<file path="src/rtl/serial_paralelo_rx_pkg.sv">
// Shared constants and state encoding for the serial-to-parallel receive lane.
//   COM_SYM : alignment / idle symbol
//   SKP_SYM : skip symbol, reserved for a later revision
//   state_e : lock FSM states of the byte aligner
package serial_paralelo_rx_pkg;

   localparam logic [7:0] COM_SYM = 8'hBC;
   localparam logic [7:0] SKP_SYM = 8'h7C;

   typedef enum logic [1:0] {
      ST_SEARCH = 2'd0,
      ST_ALIGN  = 2'd1,
      ST_LOCKED = 2'd2
   } state_e;

endpackage

</file>
<file path="src/rtl/serial_paralelo_rx_aligner.sv">
// Byte aligner: shift register, bit counter and COM lock FSM.
//   clk_32f_i        bit clock
//   rst_n_i          async active-low reset
//   data_in_serial_i serial input, MSB first
//   cand_o           candidate byte {sr[6:0], data_in_serial}
//   boundary_o       high on the edge that samples the 8th bit of an aligned byte (LOCKED only)
//   active_o         lane locked
module serial_paralelo_rx_aligner
   import serial_paralelo_rx_pkg::*;
#(
   parameter logic [7:0] COM        = COM_SYM,
   parameter int         LOCK_COUNT = 4
) (
   input  logic       clk_32f_i,
   input  logic       rst_n_i,
   input  logic       data_in_serial_i,
   output logic [7:0] cand_o,
   output logic       boundary_o,
   output logic       active_o
);

   localparam logic [3:0] LOCK_N = 4'(LOCK_COUNT);

   state_e     state_q, state_d;
   logic [7:0] sr_q;
   logic [2:0] bit_cnt_q, bit_cnt_d;
   logic [3:0] com_cnt_q, com_cnt_d;
   logic       is_com;

   assign cand_o = {sr_q[6:0], data_in_serial_i};
   assign is_com = (cand_o == COM);

   // state register (plus datapath registers that advance with it)
   always_ff @(posedge clk_32f_i or negedge rst_n_i) begin
      if (!rst_n_i) begin
         state_q   <= ST_SEARCH;
         sr_q      <= '0;
         bit_cnt_q <= '0;
         com_cnt_q <= '0;
      end else begin
         state_q   <= state_d;
         sr_q      <= cand_o;
         bit_cnt_q <= bit_cnt_d;
         com_cnt_q <= com_cnt_d;
      end
   end

   // next-state logic
   always_comb begin
      state_d   = state_q;
      com_cnt_d = com_cnt_q;
      bit_cnt_d = bit_cnt_q + 3'd1;
      case (state_q)
         ST_SEARCH: begin
            // sliding compare; a hit restarts the bit counter so the next 8 bits form a byte
            if (is_com) begin
               state_d   = ST_ALIGN;
               com_cnt_d = 4'd1;
               bit_cnt_d = 3'd0;
            end
         end
         ST_ALIGN: begin
            if (bit_cnt_q == 3'd7) begin
               if (is_com) begin
                  if (com_cnt_q + 4'd1 == LOCK_N) state_d = ST_LOCKED;
                  else                            com_cnt_d = com_cnt_q + 4'd1;
               end else begin
                  state_d   = ST_SEARCH;
                  com_cnt_d = 4'd0;
               end
            end
         end
         default: ;  // LOCKED is left only through reset
      endcase
   end

   // output logic
   always_comb begin
      active_o   = (state_q == ST_LOCKED);
      boundary_o = (state_q == ST_LOCKED) && (bit_cnt_q == 3'd7);
   end

endmodule

</file>
<file path="src/rtl/serial_paralelo_rx.sv">
// Receive-lane front end: aligns the serial stream on COM, then rebuilds
// data bytes and packs them into 32-bit words (first byte in [31:24]).
//   clk_32f         bit clock
//   reset           async active-low reset
//   data_in_serial  serial input, MSB first
//   active          lane locked
//   data_out_byte   last recovered data byte, valid_byte pulses when new
//   data_out_word   last assembled word, valid_word pulses when new
//   word_drop       pulse when an idle COM discards a partial word
module serial_paralelo_rx
   import serial_paralelo_rx_pkg::*;
#(
   parameter logic [7:0] COM        = COM_SYM,
   parameter int         LOCK_COUNT = 4
) (
   input  logic        clk_32f,
   input  logic        reset,
   input  logic        data_in_serial,
   output logic        active,
   output logic [7:0]  data_out_byte,
   output logic        valid_byte,
   output logic [31:0] data_out_word,
   output logic        valid_word,
   output logic        word_drop
);

   logic [7:0]  cand;
   logic        boundary;

   logic [1:0]  idx_q, idx_d;
   logic [31:0] buf_q, buf_d;
   logic [7:0]  byte_q, byte_d;
   logic [31:0] word_q, word_d;
   logic        vb_q, vb_d, vw_q, vw_d, drop_q, drop_d;

   serial_paralelo_rx_aligner #(
      .COM        (COM),
      .LOCK_COUNT (LOCK_COUNT)
   ) u_aligner (
      .clk_32f_i        (clk_32f),
      .rst_n_i          (reset),
      .data_in_serial_i (data_in_serial),
      .cand_o           (cand),
      .boundary_o       (boundary),
      .active_o         (active)
   );

   always_comb begin
      idx_d  = idx_q;
      buf_d  = buf_q;
      byte_d = byte_q;
      word_d = word_q;
      vb_d   = 1'b0;
      vw_d   = 1'b0;
      drop_d = 1'b0;
      if (boundary) begin
         if (cand == COM) begin
            // idle symbol; anything collected so far is an incomplete word
            if (idx_q != 2'd0) begin
               drop_d = 1'b1;
               idx_d  = 2'd0;
            end
         end else begin
            byte_d = cand;
            vb_d   = 1'b1;
            idx_d  = idx_q + 2'd1;
            case (idx_q)
               2'd0:    buf_d[31:24] = cand;
               2'd1:    buf_d[23:16] = cand;
               2'd2:    buf_d[15:8]  = cand;
               default: begin
                  word_d = {buf_q[31:8], cand};
                  vw_d   = 1'b1;
               end
            endcase
         end
      end
   end

   always_ff @(posedge clk_32f or negedge reset) begin
      if (!reset) begin
         idx_q  <= '0;
         buf_q  <= '0;
         byte_q <= '0;
         word_q <= '0;
         vb_q   <= 1'b0;
         vw_q   <= 1'b0;
         drop_q <= 1'b0;
      end else begin
         idx_q  <= idx_d;
         buf_q  <= buf_d;
         byte_q <= byte_d;
         word_q <= word_d;
         vb_q   <= vb_d;
         vw_q   <= vw_d;
         drop_q <= drop_d;
      end
   end

   assign data_out_byte = byte_q;
   assign valid_byte    = vb_q;
   assign data_out_word = word_q;
   assign valid_word    = vw_q;
   assign word_drop     = drop_q;

endmodule

</file>
<file path="config.mk">
export PLATFORM = sky130hd
export DESIGN_NAME = serial_paralelo_rx
export DESIGN_NICKNAME = d
export VERILOG_FILES = /design/src/rtl/serial_paralelo_rx_pkg.sv /design/src/rtl/serial_paralelo_rx_aligner.sv /design/src/rtl/serial_paralelo_rx.sv
export SDC_FILE = /design/constraint.sdc
export NUM_CORES = 1
export LEC_CHECK = 0
export ABC_AREA = 1
export CAP_MARGIN = 20
export CORE_ASPECT_RATIO = 1.4
export CORE_UTILIZATION = 50
export CTS_BUF_LIST = sky130_fd_sc_hd__clkbuf_2
export DETAILED_ROUTE_END_ITERATION = 8
export PLACE_DENSITY = 0.74
export SLEW_MARGIN = 10
export SYNTH_ARGS = -nofsm -noshare
export SYNTH_HDL_FRONTEND = slang
export SYNTH_SLANG_ARGS = --single-unit
</file>
<file path="constraint.sdc">
create_clock -name clk_32f -period 2.26 [get_ports clk_32f]
set_clock_uncertainty 0.1 [all_clocks]
set_input_delay 0.452 -clock clk_32f [delete_from_list [all_inputs] [get_ports clk_32f]]
set_output_delay 0.452 -clock clk_32f [all_outputs]
set_load 0.01 [all_outputs]
</file>
==> results of run 1 <==
==> cells by family after synthesis <==
logic type	count (synthesis)	share of synthesized area [%]
simple gates	179	22.23
flops	85	62.68
compound gates	41	6.047
buf+inv	36	6.084
fa+ha+maj	8	2.950
==> report_power, final <==
part	leakage (nW)	internal, mW	total, mW	switching (mW)
logic	0.986	0.138	0.271	0.133
registers	1.01	1.62	1.67	0.0534
clock network	0.0609	0.157	0.685	0.528
total	2.06	1.91	2.63	0.715
==> per-layer routing <==
| layer | part of all wire (%) | vias to the layer above |
|---|---|---|
| li1 | - | 1208 |
| met1 | 44 | 1118 |
| met2 | 50 | 49 |
| met3 | 3.3 | 11 |
| met4 | 2.3 | 0 |
| met5 | 0 | - |
==> final timing paths <==
kind,slack [ns],to
setup / recovery,0.18,data_out_word[4]
hold / removal,0.25,valid_word$_DFF_PN0_
setup reg to reg,0.50,data_out_word[16]$_DFFE_PN0P_
hold reg to reg,0.30,u_aligner.sr_q[6]$_DFF_PN0_
max in group asynchronous,1.18,u_aligner.sr_q[2]$_DFF_PN0_
min in group clk_32f,0.30,u_aligner.sr_q[6]$_DFF_PN0_
==> stage by stage <==
stage / cell area (sq um) / cells
after CTS: 4006 / 481
after global routing: 4009 / 481
after detailed placement: 3889 / 463
after floorplan: 3393 / 349
final: 4009 / 481
after global placement: 3889 / 463
==> registers in the layout, summed over array words and instances (netlist names) <==
register,count
valid_byte,1
u_aligner.com_cnt_q,4
data_out_word,32
buf_q,24
u_aligner.bit_cnt_q,3
idx_q,2
u_aligner.sr_q,7
valid_word,1
data_out_byte,8
u_aligner.state_q,2
word_drop,1
==> layout make-up <==
cell class              instances  area [sq um]
clock inverters                 7         55.05
fillers                       577          2560
flip-flops and latches         85          2127
repair buffers                 53         528.0
clock buffers                   9         45.04
multi-input cells             228          1060
inverters                      25         101.3
well taps                      74         92.59
==> what timing repair did <==
action / CTS / global route
setup buffers: 1 / 0
endpoints found under the hold margin: 31 / 0
resized for setup: 0 / 1
gates cloned: 0 / 0
endpoints found under the setup margin: 1 / 1
hold buffers: 1 / 0
pin swaps: 0 / 0
==> worst reg2reg max path: stages, from the launching register on <==
cell	delay, ns
dfrtp_1	0.43
ha_1	0.20
ha_1	0.19
and3_4	0.20
nand2_4	0.08
inv_6	0.06
nand2_4	0.07
buf_4	0.25
nand2_1	0.09
nand2_1	0.07
==> layout by cell type, fill, tap and decap left out, drive strengths merged <==
cell type,n
nand4,5
clkinvlp,1
nor2,10
dlygate4sd3,1
and3,1
clkdlybuf4s50,44
ha,8
dfrtp,85
buf,7
nand3b,1
nand3,7
clkinv,3
inv,28
nand2,155
clkbuf,9
dlymetal6s2s,1
o21ai,41
==> results by group, run 1 <==
Setup path
  • Worst r2r src: u_aligner.bit_cnt_q[0]$_DFF_PN0_
  • Buf/Inv on CP: 1
  • Crit path from: data_out_word[4]$_DFFE_PN0P_
  • Crit-path slowest cell: clkdlybuf4s50_1
  • Crit start category: flip-flop
  • Crit. End Element: output pin
  • CP Data Required Time: between 1.5 and 2 ns
  • CP top delay family: buffers and inverters
  • Reg2Reg Depth: 9
  • Worst EP arrival: around 1.5 ns
  • Critical Path, Cell by Cell: clkdlybuf4s50_1
  • Crit-path max FO: 2
  • Kind of critical path: flip-flop to output pin
  • CP max stage delay: between 0.5 and 0.6 ns
  • Worst path depth: 1

Drt
  • DRT iter0 DRCs: 141
  • Final WL: about 6200 um
  • Drt pass-1 iters: 4
  • Drt drc: 0
  • Wire per inst: about 13 um
  • Routed vias/inst: approximately 5
  • Routed Antenna Nets: 0
  • DR vias: 2386

Layout
  • Final Util: roughly 61%
  • ANT cells: 0
  • Final nets: roughly 410
  • Layout cell share with drive strength beyond 1: a little under a tenth
  • P&R area growth vs syn: 18.14%

Synth
  • Main synth FF type: dfrtp_1
  • Cell taking the most area after synthesis: dfrtp_1
  • Unique masters post-synth: 19
  • Ys Warns: 0
  • Avg Cell Area, Syn: 9.723 sq um
  • Synth top area cells: dfrtp_1, nand2_1, o21ai_0, ha_1, inv_1
  • Gate Count Post-Synth: 349
  • Seq/Total Area, Yosys: between 60% and 70%
  • Synth Register Bits: 85
  • Post-synthesis async set-or-reset flop share: 100.0%
  • Post-synth top cells: nand2_1, dfrtp_1, o21ai_0
  • Synth Net Count: 360
  • Post-synth EDFFs: 0
  • Count leader, synth: nand2_1
  • Share of the synthesized area in the top cell type: 62.68%
  • Netlist Area Pre-Place: between 3000 and 4000 sq um

Global route
  • Met3 GRT Util: around 3.6%
  • Largest net degree at the start of global routing: 55
  • Total GRT Usage: 19.28%
  • Initial antenna violation count: 0
  • Remaining Overflow, GRT: 0
  • Number of global-route vias before repair: 2196
  • Busiest grt layer: met2
  • GR Util met2: 32.08%
  • Grt met1 use: a little under a quarter
  • First-pass GRT wire length: around 10000 um

STA
  • Final worst setup slack: around 0.18 ns
  • Final Critical Period: ~2.1 ns
  • WHS: between 0.2 and 0.3 ns
  • RSZ-0062 raised after global routing: false
  • Fmax achieved: between 400 and 500 MHz
  • Fin crit share: between 90% and 100%
  • Total negative slack: 0 ns
  • Worst-margin pin slew: between 0.4 and 0.5 ns
  • Final Setup Violations: 0
  • Slew headroom: between 70% and 80%
  • Endpoints failing hold: 0
  • Final slew viol count: 0

Clock tree
  • Clock Tree Buf Depth: 2
  • Worst-Skew Late Latency: approximately 0.53 ns
  • CTS root buf: clkbuf_2
  • Clock sink total: 85
  • H-tree depth: 3
  • Reg clk slew, reported paths: ~0.26 ns
  • CTS tree: built
  • Num CTS Buffers: 9

Power and ir drop
  • P_leak: ~2.1 nW
  • VDD IR max: around 0.00044 V
  • P per Cell Area: around 650 nW/um^2
  • Total design power: about 2.6 mW

Floorplan
  • # IOs: between 40 and 50
  • Die width: 71.63 um
  • Initial Util: between 50% and 60%
  • Die height: between 90 and 100 um
  • Area of the core: roughly 6600 sq um
  • Die footprint: around 7100 sq um
  • Row count: 35

Place
  • IO Port Bufs: between 40 and 50
  • Pre-CTS setup slack: ~0.18 ns
  • Routability cong.: 0.7775
  • Post-DP HPWL: around 4300 um

Worst hold path
  • Hold Path Class: primary input to asynchronous set/reset pin

Run
  • Max cap viols: 0

Outcome
  • Status: completed
Power figures use the tool's default switching activity.
==> inputs of run 2 (changes only) <==
CELL_PAD_IN_SITES_DETAIL_PLACEMENT = 1   (was unset)
CELL_PAD_IN_SITES_GLOBAL_PLACEMENT = 2   (was unset)
CORE_UTILIZATION = 35   (was 50)
PLACE_DENSITY = unset   (was 0.74)
PLACE_DENSITY_LB_ADDON = 0.1   (was unset)
==> run 2 against run 1 <==
Against the previous run:
- cell area is 1.9% higher
- highest routed layer unchanged
- fmax rose by 2.0%
- core utilization decreased by 18 points
==> results by group, run 2 (synthesis gave the netlist of run 1 again) <==
Power and ir drop
  • Switch Pwr: between 0.6 and 0.7 mW
  • Logic pwr share: between 10% and 20%
  • Reg power frac: 62.7%
  • Pint: 1.984 mW
  • VDD IR max: between 0.0002 and 0.0003 V
  • P_leak: just over 2 nW
  • P per Cell Area: around 650 nW/um^2
  • Sw Share: 25.53%
  • Clock group share of total power: about 27%

Place
  • Dpl cells: 501
  • IO Port Bufs: 46
  • Post-DP HPWL: ~5400 um
  • Area post-placement: about 4000 sq um
  • Pre-CTS setup slack: approximately 0.18 ns
  • Routability cong.: approximately 0.68

Global route
  • Total GRT Usage: 17.66%
  • Initial antenna violation count: 1
  • First-pass GRT wire length: 13370 um
  • Largest net degree at the start of global routing: 43
  • Remaining Overflow, GRT: 0
  • Number of global-route vias before repair: 2581

Setup path
  • FF-to-FF End: data_out_word[18]$_DFFE_PN0P_
  • Reg2Reg Depth: 9
  • CP max stage delay: between 0.5 and 0.6 ns
  • Crit start category: flip-flop
  • Reg2reg setup slack: around 0.44 ns
  • Crit path from: data_out_word[8]$_DFFE_PN0P_
  • Critical Path End: data_out_word[8]
  • Worst EP arrival: around 1.5 ns
  • CP Data Required Time: around 1.7 ns
  • Worst r2r src: u_aligner.bit_cnt_q[0]$_DFF_PN0_
  • Critical Path, Cell by Cell: clkdlybuf4s50_1
  • Crit-path max FO: 2
  • Crit-path slowest cell: clkdlybuf4s50_1
  • Buf/Inv on CP: 1
  • Worst path depth: 1
  • CP top delay family: buffers and inverters
  • Kind of critical path: flip-flop to output pin
  • Crit. End Element: output pin

Drt
  • DR vias: around 2500
  • Met3 WL post-DR: 148 um
  • Routed Antenna Nets: 0
  • Wire per inst: 15.00 um
  • Top Metal Used: met4
  • Met1 WL: approximately 3400 um
  • Met2 wire length: just over 4000 um
  • Routed vias/inst: approximately 4.7
  • Final WL: 7772 um
  • DRT iter0 DRCs: 89
  • Drt drc: 0
  • Drt pass-1 iters: 4

Floorplan
  • Row count: 42
  • Initial Util: between 30% and 40%
  • Die height: around 120 um
  • Die width: around 85 um
  • # IOs: 47
  • Area of the core: about 9500 sq um
  • Die footprint: roughly 10000 sq um

STA
  • Total negative slack: 0 ns
  • Fin crit share: roughly nine tenths
  • Worst-margin pin slew: between 0.3 and 0.4 ns
  • Final Critical Period: 2.041 ns
  • Endpoints failing hold: 0
  • RSZ-0062 raised after global routing: false
  • Slew headroom: 77.43%
  • Fmax achieved: between 400 and 500 MHz
  • WHS: 0.2343 ns
  • Final Setup Violations: 0
  • Final slew viol count: 0
  • Final worst setup slack: 0.2185 ns

Layout
  • Final nets: 417
  • Largest register FFs: 32
  • Most common cell after layout, fill and taps aside: nand2_1
  • Commonest non-fill, non-tap cells in the layout: nand2_1, dfrtp_1, clkdlybuf4s50_1
  • Fillers: 1096
  • P&R area growth vs syn: 20.39%
  • Final Instance Area: approximately 4100 sq um
  • Non-Filler Instances: about 520
  • Layout cell share with drive strength beyond 1: a little under a tenth

Clock tree
  • Clock sink total: 85
  • Clock Tree Buf Depth: 2
  • CTS root buf: clkbuf_2
  • H-tree depth: 3
  • Worst-Skew Late Latency: roughly 0.52 ns
  • Num CTS Buffers: 9
  • CTS tree: built
  • Reg clk slew, reported paths: between 0.2 and 0.25 ns

Worst hold path
  • Hold Path Class: primary input to asynchronous set/reset pin

Run
  • Max cap viols: 0

Outcome
  • Status: completed
[run 2: per-layer routing]
layer | up-vias | global-route usage [%]
met5 | - | 0
met4 | 0 | 7.627
met3 | 10 | 3.352
met2 | 31 | 29.13
met1 | 1210 | 22.50
li1 | 1201 | -
[run 2: power by group through the flow]
stage                     sequential (mW)  combinational, mW  clock [mW]
after floorplan                      1.71             0.0787           0
after global placement               1.70              0.281           0
after detailed placement             1.70              0.286           0
after CTS                            1.67              0.288       0.757
after global routing                 1.68              0.317       0.796
final                                1.67              0.280       0.715
[run 2: area by class of cell]
cell class | count | area, sq um | share of cell area (%)
sequential | 85 | 2127 | 52.07
multi-input combinational | 228 | 1060 | 25.94
timing repair buffer | 57 | 570.5 | 13.97
tap | 110 | 137.6 | 3.369
inverter | 25 | 101.3 | 2.481
clock buffer | 9 | 45.04 | 1.103
clock inverter | 3 | 41.29 | 1.011
antenna | 1 | 2.502 | 0.06126
[run 2: worst min-delay path by stage]
stage / from / to / slack, ns / cells after the start
after CTS: reset / buf_q[26]$_DFFE_PN0P_ / 0.18 / 2
after detailed placement: reset / data_out_word[30]$_DFFE_PN0P_ / 0.28 / 1
final: reset / data_out_word[11]$_DFFE_PN0P_ / 0.23 / 2
after floorplan: reset / buf_q[10]$_DFFE_PN0P_ / 0.06 / 0
after global placement: reset / data_out_word[30]$_DFFE_PN0P_ / 0.28 / 1
after global routing: reset / buf_q[26]$_DFFE_PN0P_ / 0.19 / 2
[run 2: repair_timing]
action | in CTS | in global routing
setup buffers | 2 | 1
hold endpoints to repair | 27 | 0
hold buffers | 1 | 0
resized for setup | 0 | 1
endpoints found under the setup margin | 1 | 1
[run 2: metrics by stage]
stage | total power [mW] | util [%]
finish | 2.664 | 43.19
global route | 2.796 | 43.19
CTS | 2.718 | 43.06
detailed placement | 1.986 | 41.88
global placement | 1.978 | 41.88
floorplan | 1.793 | -
==> inputs of run 3 (changes only) <==
GPL_TIMING_DRIVEN = 0   (was unset)
SYNTH_HIERARCHICAL = 1   (was unset)
==> run 3 against run 2 <==
Against the previous run:
- via count increased by 21%
- critical endpoint is now data_out_word[7]
- non-clock buffer count up 18
- largest cell class unchanged
- wire length is 17% higher
- die area rose by 8.0%
- register-to-register slack worse by 0.15 ns
- sequential power barely moved
- first-iteration DRC count up 76%
- sequential share of layout area is 4.3 points lower
- global-route usage grew 1.5 points
- count of clock-buffer cells in the layout unchanged
==> results by group, run 3 <==
STA
  • Final Setup Violations: 0
  • Final slew viol count: 0
  • Final Critical Period: between 2 and 2.5 ns
  • Fmax achieved: approximately 490 MHz
  • Endpoints failing hold: 0
  • Slew headroom: 62.38%
  • WHS: 0.2327 ns
  • RSZ-0062 raised after global routing: false
  • Total negative slack: 0 ns
  • Fin crit share: between 90% and 100%
  • Worst-margin pin slew: about 0.56 ns

Floorplan
  • Area of the core: 10060 sq um
  • # IOs: 47
  • Die footprint: 10910 sq um
  • Initial Util: a little over a third
  • Die height: between 100 and 150 um
  • Die width: roughly 89 um
  • Row count: 43

Place
  • Area post-placement: roughly 4300 sq um
  • Routability cong.: ~0.78
  • Post-DP HPWL: 6556 um
  • IO Port Bufs: 46

Synth
  • Ys Warns: 6
  • Netlist Area Pre-Place: ~3700 sq um
  • Synth top area cells: dfrtp_1, nand2_1, nand4_1, ha_1, nand3_1
  • Post-synth top cells: nand2_1, dfrtp_1, nand4_1
  • Cell taking the most area after synthesis: dfrtp_1
  • Avg Cell Area, Syn: roughly 9.1 sq um
  • Main synth FF type: dfrtp_1
  • Seq/Total Area, Yosys: 57.94%
  • Share of the synthesized area in the top cell type: 57.94%
  • Post-synthesis async set-or-reset flop share: between 90% and 100%
  • Post-synth EDFFs: 0
  • Count leader, synth: nand2_1
  • Synth Net Count: between 400 and 500
  • Synth Register Bits: 85
  • Unique masters post-synth: 22
  • Gate Count Post-Synth: 402

Clock tree
  • H-tree depth: 3
  • Num CTS Buffers: 9
  • Clock sink total: 85
  • CTS root buf: clkbuf_2
  • Worst-Skew Late Latency: around 0.55 ns
  • Reg clk slew, reported paths: approximately 0.22 ns
  • Clock Tree Buf Depth: 2
  • CTS tree: built

Layout
  • Largest register FFs: 32
  • P&R area growth vs syn: 21.30%
  • Final nets: 474
  • Fillers: 1206
  • Final Instance Area: roughly 4500 sq um
  • Commonest non-fill, non-tap cells in the layout: nand2_1, dfrtp_1, nand4_1
  • ANT cells: 0
  • Layout cell share with drive strength beyond 1: 10.28%
  • Final Util: between 40% and 50%
  • Most common cell after layout, fill and taps aside: nand2_1
  • Register Area: around 2100 sq um
  • Multi-input gate area: between 1000 and 1500 sq um

Drt
  • DR vias: approximately 3000
  • Drt pass-1 iters: 4
  • Wire per inst: 15.11 um
  • Drt drc: 0
  • Routed Antenna Nets: 0
  • Routed vias/inst: slightly below 5
  • DRT iter0 DRCs: around 160
  • Final WL: approximately 9100 um

Power and ir drop
  • P_leak: roughly 2.2 nW
  • P per Cell Area: 607.3 nW/um^2
  • Clock group share of total power: 27.6%
  • Switch Pwr: 0.7129 mW
  • Pint: ~2 mW
  • Sw Share: approximately a quarter
  • VDD IR max: between 0.0002 and 0.00025 V
  • Logic pwr share: roughly a tenth
  • Reg power frac: between 60% and 70%

Run
  • Max cap viols: 0

Setup path
  • Worst r2r src: u_aligner/bit_cnt_q[0]$_DFF_PN0_
  • Crit path from: data_out_word[7]$_DFFE_PN0P_
  • CP max stage delay: around 0.55 ns
  • Crit-path max FO: 2
  • Crit-path slowest cell: clkdlybuf4s50_1
  • Worst EP arrival: 1.51 ns
  • Crit. End Element: output pin
  • Buf/Inv on CP: 1
  • Critical Path, Cell by Cell: clkdlybuf4s50_1
  • CP top delay family: buffers and inverters
  • Crit start category: flip-flop
  • Kind of critical path: flip-flop to output pin
  • CP Data Required Time: 1.71 ns

Global route
  • First-pass GRT wire length: between 15000 and 20000 um
  • Number of global-route vias before repair: between 3000 and 4000
  • Remaining Overflow, GRT: 0
  • Total GRT Usage: a little under a fifth
  • Largest net degree at the start of global routing: between 60 and 70
  • Initial antenna violation count: 0

Outcome
  • Status: completed

Worst hold path
  • Hold Path Class: primary input to asynchronous set/reset pin
run 3: cell types whose count changed after synthesis, sizes merged, moves of 5 or more:
| cell | delta |
|---|---|
| o21ai | -37 |
| nand2 | +15 |
| nand3 | +11 |
| buf | +11 |
| nand4 | +54 |
| inv | -5 |
run 3: power by group through the flow:
stage | clock network (mW) | logic [mW] | registers, mW
6_report | 0.745 | 0.274 | 1.69
5_1_grt | 0.837 | 0.312 | 1.70
4_1_cts | 0.775 | 0.281 | 1.69
3_5_place_dp | 0 | 0.279 | 1.72
3_3_place_gp | 0 | 0.266 | 1.71
2_1_floorplan | 0 | 0.0816 | 1.72
run 3: area by class of cell:
type                       instances  area share (%)
buffer                            25           3.147
clock buffer                       9           1.012
clock inverter                     6           1.236
inverter                          20           1.686
multi-input combinational        272           29.84
sequential                        85           47.77
tap                              135           3.793
timing repair buffer              50           11.52
run 3: stage by stage:
stage	power [mW]	cells	worst slack [ns]
floorplan	1.802	402	0.5246
global placement	1.977	583	-2.431
detailed placement	1.995	584	0.09407
CTS	2.745	601	0.008776
global route	2.850	602	0.09288
finish	2.705	602	0.2028
run 3: layer usage:
| metal | wire length, um | global-route usage, % |
|---|---|---|
| met3 | 210 | 3.405 |
| met5 | 0 | 0 |
| met1 | 3972 | 23.61 |
| met4 | 143 | 6.653 |
| met2 | 4768 | 33.37 |
run 3: timing repair:
| item | 4_1_cts | 5_1_grt |
|---|---|---|
| endpoints found under the hold margin | 25 | 0 |
| setup buffers | 1 | 1 |
| setup endpoints to repair | 1 | 1 |
| hold buffers | 1 | 0 |
| resized for setup | 0 | 1 |
run 3: cells by family (layout without fill, tap and decap cells):
family	Yosys count	after routing	synth area share, %
xor gates and xnor gates	1	1	0.2386
adders and majority gates	8	8	2.727
AOI/OAI and AO/OA	4	4	0.5454
DFF	85	85	57.94
buffers and inverters	45	110	5.862
and+or+nand+nor	259	259	32.69
run 3: worst paths after layout:
kind / to / slack [ns] / cells after the start
hold reg to reg: data_out_word[22]$_DFFE_PN0P_ / 0.40 / 2
hold / removal: data_out_word[29]$_DFFE_PN0P_ / 0.23 / 2
min in group clk_32f: u_aligner/sr_q[0]$_DFF_PN0_ / 0.30 / 1
setup / recovery: data_out_word[7] / 0.20 / 1
max in group asynchronous: data_out_word[5]$_DFFE_PN0P_ / 1.21 / 3
setup reg to reg: buf_q[9]$_DFFE_PN0P_ / 0.29 / 7
